===== config.mk =====
export PLATFORM = sky130hd
export DESIGN_NAME = decode_stage
export DESIGN_NICKNAME = d
export VERILOG_FILES = /design/src/rtl/decode_stage.sv
export SDC_FILE = /design/constraint.sdc
export NUM_CORES = 2
export LEC_CHECK = 0
export BUFFER_PORTS_ARGS = -buffer_cell sky130_fd_sc_hd__buf_2
export CAP_MARGIN = 25
export CORE_MARGIN = 4
export CORE_UTILIZATION = 38
export CTS_BUF_LIST = sky130_fd_sc_hd__clkbuf_8 sky130_fd_sc_hd__clkbuf_16
export CTS_CLUSTER_SIZE = 30
export DETAILED_ROUTE_END_ITERATION = 10
export PLACE_DENSITY_LB_ADDON = 0.1
export SLEW_MARGIN = 15
export SYNTH_ARGS = -nofsm -noshare
export SYNTH_HDL_FRONTEND = slang
export SYNTH_SLANG_ARGS = --single-unit

===== constraint.sdc =====
create_clock -name clk -period 4.6 [get_ports clk]
set_input_delay 0.46 -clock clk [delete_from_list [all_inputs] [get_ports clk]]
set_output_delay 0.46 -clock clk [all_outputs]
set_load 0.02 [all_outputs]

===== src/rtl/decode_stage.sv =====
// Registered decode stage with integrated register file and valid/ready handshake.
// Optional macro DECODE_BYPASS_EN forwards same-cycle write-back data into the operands.
module decode_stage #(
  parameter int unsigned XLEN     = 32,
  parameter int unsigned NUM_REGS = 32
) (
  input  logic            clk,
  input  logic            rst,
  input  logic            in_valid,
  output logic            in_ready,
  input  logic [31:0]     instr,
  input  logic            flush,
  input  logic            wb_en,
  input  logic [4:0]      wb_addr,
  input  logic [XLEN-1:0] wb_data,
  output logic            out_valid,
  input  logic            out_ready,
  output logic [XLEN-1:0] operand_1,
  output logic [XLEN-1:0] operand_2,
  output logic [XLEN-1:0] immediate_value,
  output logic [4:0]      destination_reg,
  output logic [3:0]      alu_control,
  output logic            reg_write,
  output logic            illegal
);

  localparam logic [5:0] NumRegsW = 6'(NUM_REGS);

  // Register 0 and addresses beyond NUM_REGS are hard-wired to zero.
  function automatic logic addr_ok(input logic [4:0] a);
    return (a != 5'd0) && ({1'b0, a} < NumRegsW);
  endfunction

  logic [5:0]      opcode;
  logic [4:0]      rs, rt, rd;
  logic [15:0]     imm;
  logic            accept;
  logic [XLEN-1:0] rf_q [32];
  logic [XLEN-1:0] rd_rs, rd_rt;
  logic [3:0]      dec_alu;
  logic [4:0]      dec_dst;
  logic [XLEN-1:0] dec_imm;
  logic            dec_rw, dec_ill;

  logic            valid_q;
  logic [XLEN-1:0] op1_q, op2_q, imm_q;
  logic [4:0]      dst_q;
  logic [3:0]      alu_q;
  logic            rw_q, ill_q;

  assign opcode = instr[31:26];
  assign rs     = instr[25:21];
  assign rt     = instr[20:16];
  assign rd     = instr[15:11];
  assign imm    = instr[15:0];

  assign in_ready = !valid_q || out_ready;
  assign accept   = in_valid && in_ready;

  always_ff @(posedge clk) begin
    if (rst) begin
      for (int i = 0; i < 32; i++) rf_q[i] <= '0;
    end else if (wb_en && addr_ok(wb_addr)) begin
      rf_q[wb_addr] <= wb_data;
    end
  end

  always_comb begin
    rd_rs = addr_ok(rs) ? rf_q[rs] : '0;
    rd_rt = addr_ok(rt) ? rf_q[rt] : '0;
`ifdef DECODE_BYPASS_EN
    if (wb_en && addr_ok(wb_addr) && (wb_addr == rs)) rd_rs = wb_data;
    if (wb_en && addr_ok(wb_addr) && (wb_addr == rt)) rd_rt = wb_data;
`endif
  end

  always_comb begin
    dec_alu = 4'd0;
    dec_dst = 5'd0;
    dec_imm = '0;
    dec_rw  = 1'b0;
    dec_ill = 1'b0;
    case (opcode)
      6'b000000: begin
        dec_alu = 4'b0001;
        dec_dst = rd;
        dec_rw  = 1'b1;
      end
      6'b000001: begin
        dec_alu = 4'b0010;
        dec_dst = rt;
        dec_imm = {{(XLEN-16){imm[15]}}, imm};
        dec_rw  = 1'b1;
      end
      6'b000010: begin
        dec_imm = {{(XLEN-16){imm[15]}}, imm};
      end
      default: dec_ill = 1'b1;
    endcase
  end

  // Flush drops both the held bundle and anything accepted this cycle; fields keep old values.
  always_ff @(posedge clk) begin
    if (rst) begin
      valid_q <= 1'b0;
      op1_q   <= '0;
      op2_q   <= '0;
      imm_q   <= '0;
      dst_q   <= '0;
      alu_q   <= '0;
      rw_q    <= 1'b0;
      ill_q   <= 1'b0;
    end else if (flush) begin
      valid_q <= 1'b0;
    end else if (accept) begin
      valid_q <= 1'b1;
      op1_q   <= rd_rs;
      op2_q   <= rd_rt;
      imm_q   <= dec_imm;
      dst_q   <= dec_dst;
      alu_q   <= dec_alu;
      rw_q    <= dec_rw;
      ill_q   <= dec_ill;
    end else if (out_ready) begin
      valid_q <= 1'b0;
    end
  end

  assign out_valid       = valid_q;
  assign operand_1       = op1_q;
  assign operand_2       = op2_q;
  assign immediate_value = imm_q;
  assign destination_reg = dst_q;
  assign alu_control     = alu_q;
  assign reg_write       = rw_q;
  assign illegal         = ill_q;

endmodule


=== Yosys cells after proc, flatten, opt, wreduce, memory -nomap -nowiden ===
Memory sizes are Yosys's and may differ from the RTL's.
Cells that the tools add are included.

* Register bits: 108
* Memory bits (writable): 1024
* Input port bits: 75
* Output and inout bits: 109
* Logic and storage cells: 44
* Memories kept: 1

{| class="wikitable"
|+ Memory list
! memory !! depth !! bits a word !! rd ports !! clocked after Yosys merged registers in !! wr ports !! line !! RTL
|-
| rf_q || 32 || 32 || 2 || 0 || 32 || 38 || <nowiki>logic [XLEN-1:0] rf_q [32];</nowiki>
|}

* Eq/ne operators: 2
* Muxes and demuxes: 17
* Bitwise gates (word level): 1
* Reductions and logical operators: 15

{| class="wikitable"
|+ Operator list
! operator !! count
|-
| $mux W32 || 4
|-
| $reduce_or A32 Y1 || 1
|-
| $reduce_bool A5 Y1 || 3
|-
| $mux W1 || 10
|-
| $pmux W5 S2 || 1
|-
| $eq A6 B1 Y1 const B || 1
|-
| $eq A6 B2 Y1 const B || 1
|-
| $logic_not A6 Y1 || 1
|-
| $reduce_or A2 Y1 || 3
|-
| $mux W5 || 1
|-
| $pmux W2 S2 || 1
|-
| $reduce_or A3 Y1 || 1
|-
| $logic_and A1 B1 Y1 || 2
|-
| $reduce_and A2 Y1 || 1
|-
| $reduce_bool A2 Y1 || 1
|-
| $logic_not A1 Y1 || 1
|-
| $logic_or A1 B1 Y1 || 1
|-
| $not A1 Y1 || 1
|}

=== Logic depth before layout (Yosys ltp) ===
* Depth in word-level cells: 7
* Mapped depth: 9
* Depth with buffers taken out: 5

=== Worst setup path after synthesis ===
OpenSTA, ideal clock, no wires.

* Path kind: input to register
* Start point: input port rst
* End point: memory rf_q[14][0] (enable)
* Library setup time: 0.375 ns
* Arrival time: 1.784 ns
* Data required time: 4.225 ns
* Setup slack: 2.442 ns
* Cell stages on the path: 5
* Path buffers: 1
* Path through: clkbuf_1 nor3b_1 nand2_1 nor2_1 or2_2

{| class="wikitable"
|+ RTL lines
! element !! line !! RTL
|-
| start: declaration || 8 || <nowiki>input logic rst,</nowiki>
|-
| end: declaration || 38 ||
|}

=== Worst setup path in the final report ===
* Start point: register valid_q (netlist: out_valid)
* End point: register op2_q[14] (netlist: operand_2[14])

* Longest elaborated chain between the ends: 4

{| class="wikitable"
|+ RTL lines
! element !! line !! RTL
|-
| start: declaration || 45 || <nowiki>logic valid_q;</nowiki>
|-
| start signal: assignment || 105 || <nowiki>valid_q <= 1'b0;</nowiki>
|-
| start signal: assignment || 114 || <nowiki>valid_q <= 1'b0;</nowiki>
|-
| start signal: assignment || 116 || <nowiki>valid_q <= 1'b1;</nowiki>
|-
| $logic_not A1 Y1 || 57 || <nowiki>assign in_ready = !valid_q || out_ready;</nowiki>
|-
| $logic_or A1 B1 Y1 || 57 ||
|-
| $logic_and A1 B1 Y1 || 58 || <nowiki>assign accept = in_valid && in_ready;</nowiki>
|-
| $reduce_and A2 Y1 (no source line) || n/a ||
|-
| end signal: assignment || 118 || <nowiki>op2_q <= rd_rt;</nowiki>
|-
| end: declaration || 46 || <nowiki>logic [XLEN-1:0] op1_q, op2_q, imm_q;</nowiki>
|}

No other way between the ends.
A chain may end at the register's enable or synchronous reset.

==> reports/qor.txt <==
Register-to-Register Path Depth - 7
Most frequent cells in the layout - 1024 x edfxtp_1, 1015 x and2_1, 329 x mux4_2, 249 x mux2i_1, 171 x buf_2
RSZ-0062 raised after global routing - false
Vias in the first global route - 38335
Critical path type - flip-flop to flip-flop
Clk sinks - 1114
Final WS setup - 1.73 ns
Crit path max-delay cell type - nor4_1
Clock Tree Buf Depth - 3
Overflow after GRT - 0
H-tree depth - 4
Largest net degree at the start of global routing - 76
Sequential area share after synthesis - 55.9%
Most frequent cell on the critical path - buf_4
Crit-path cells - and2b_1, buf_4, inv_2, buf_4, a21boi_0, nor4_1, a211oi_1
First-iteration detailed-routing DRC count - 4505
Detailed Routing Iterations Pass 1 - 6
GRT Total Usage - 29.2%
Fin. max-slew vios - 0
CTS Root Cell - clkbuf_16
Synth Instances - 4159
Most used DFF post-synth - edfxtp_1
Async SR Flop Fraction - 0%
Die H - 399 um
Number of routed nets with antenna violations - 0
Period minus WS final - 2.87 ns
Most common cell after layout, fill and taps aside - edfxtp_1
Clock skew - 0.0275 ns
Dpl cell area - 0.0616 mm2
Setup bufs post-CTS - 0
Fillers - 13757
Worst-path maximum fanout - 16
Power per Cell Area - 385 mW/mm2
Die X - 399 um
Maximum clock frequency - 0.348 GHz
Number of flops mapped to enable cells by yosys - 1024
YS warnings - 0
Distinct cells, synth - 55
WP data required - 5.24 ns
DRC viols - 0
Total Routed Length - 235 mm
Final core utilization - 43.6%
Vias per inst - 6.07
Synth Area per Inst - 14.0 um2
# setup viols final - 0
Hold Vio Cnt, Final - 0
Critical path's top delay family - buffers and inverters
Worst vdd ir - 0.413 mV
Leak - 23.6 nW
CP endpoint kind - flip-flop
CTS tree - built
Routed WL per cell - 36.8 um
Final cell area excluding filler cells - 0.0663 mm2
Final period util - 62.4%
Die footprint - 0.160 mm2
Hold WS - 0.118 ns
Clock-pin transition on the worst setup and hold timing paths - 0.06 ns
Reg with most FFs - rf_q
Hold path cells - 4
Via Count - 38842
Outcome - finished, final reports clean
Num CTS Buffers - 136
Num ports - 184
Setup WS pre-CTS - 1.22 ns
Layout area overhead - 13.9%
Core ar. - 0.152 mm2
Max-cap viol count - 0
CP Launch Type - flip-flop
Layout cells sized above 1 - 26.0%
CP Data Arrival Time - 3.51 ns
Initial antenna violation count - 22
# port buffers - 181
WP depth - 7
Max reg flops - 1024
Worst hold path type - input pin to flip-flop
Std-Cell Rows - 143
Slew of the pin with the lowest slew margin - 1.00 ns
Global-route wire length before repair - 321 mm
Post-DP HPWL - 142 mm
# nets final - 4319
Relative slew slack - 33.3%
Mapped cell area - 0.0582 mm2
Clock Latency Late Sink - 0.78 ns
Initial Utilization - 38.3%
Synth Register Bits - 1114
TNS Setup - 0 ns
Final GP Congestion - 0.843
Critical path's largest stage delay - 0.63 ns
Critical path buffers and inverters - 3
## path summary, 6_finish.rpt
kind | startpoint | endpoint | slack [ns]
hold reg to reg | reg_write$_SDFFE_PP0P_ | reg_write$_SDFFE_PP0P_ | 0.50
setup reg to reg | out_valid$_SDFFE_PP0P_ | operand_2[14]$_SDFFE_PP0P_ | 1.73
hold / removal | instr[26] | alu_control[0]$_SDFFE_PP0P_ | 0.12
setup / recovery | out_valid$_SDFFE_PP0P_ | operand_2[14]$_SDFFE_PP0P_ | 1.73
## cells in the mapped netlist (all sizes together) (4+ instances only)
master	n	area, um2
a2111oi	23	201
a211o	32	280
a211oi	24	180
a21boi	23	173
a21oi	4	20.0
a221o	30	300
a22oi	78	586
a2bb2oi	9	78.8
a311oi	9	78.8
a31oi	30	188
and2	1016	6360
buf	124	935
clkbuf	329	1230
dfxtp	90	1800
edfxtp	1024	30700
mux2	156	1760
mux2i	249	2490
mux4	329	7410
nand2	51	191
nand2b	4	25.0
nand3	20	100
nand3b	6	45.0
nor2	119	447
nor2b	34	213
nor3b	10	75.1
nor4	57	378
o2111a	9	101
o211ai	23	173
o21ai	41	205
o21bai	23	173
o221a	9	101
o221ai	23	201
o22ai	96	601
or2	32	200
or3b	5	43.8
## cell families (layout without fill, tap and decap cells)
family	count (synthesis)	in the layout	share of synthesized area, %
simple gates	1364	1364	14.0
flops	1114	1114	55.9
mux	734	734	20.0
compound gates	490	490	6.31
buf+inv	455	620	3.74
other cells	1	48	0.00644
xor+xnor	1	1	0.0150
## layer usage
metal	global-route usage [%]	share of wire, %	vias to the layer above
met4	9.83	3.3	6
met5	0	0.015	-
met1	41.4	43	20555
met3	5.02	8.1	350
met2	45.7	46	1940
li1	-	-	15991
## stage by stage
stage,power [mW],std cells
6_report,25.5,6401
5_1_grt,26.3,6387
4_1_cts,25.7,6385
3_5_place_dp,15.0,6117
3_3_place_gp,15.0,6117
2_1_floorplan,13.7,4192
## power by group
group	internal [mW]	total [mW]	leakage [nW]	switching [mW]
registers	11.6	11.9	10.5	0.344
clock network	6.26	10.7	2.31	4.47
logic	1.10	2.86	10.8	1.76
## final cells by class
cell class	count	area, um2	share of cell area, %
Tap cell	2030	2540	3.83
Inverter	2	7.51	0.0113
Timing Repair Buffer	367	2810	4.24
Sequential cell	1114	32600	49.1
Clock buffer	162	3840	5.79
Multi-Input combinational cell	2623	23900	36.1
Antenna cell	14	35.0	0.0528
Clock inverter	89	592	0.892
## worst reg2reg max path, cell delays in order, from the launching register on
cell	delay [ns]
dfxtp_1	0.31
and2b_1	0.15
buf_4	0.23
inv_2	0.52
buf_4	0.44
a21boi_0	0.29
nor4_1	0.63
a211oi_1	0.15
## repair_timing
item / 4_1_cts / 5_1_grt
resized for setup: 0 / 0
hold buffers: 17 / 0
endpoints found under the hold margin: 17 / 0
endpoints found under the setup margin: 0 / 0
(Power assumes the default switching activity.)
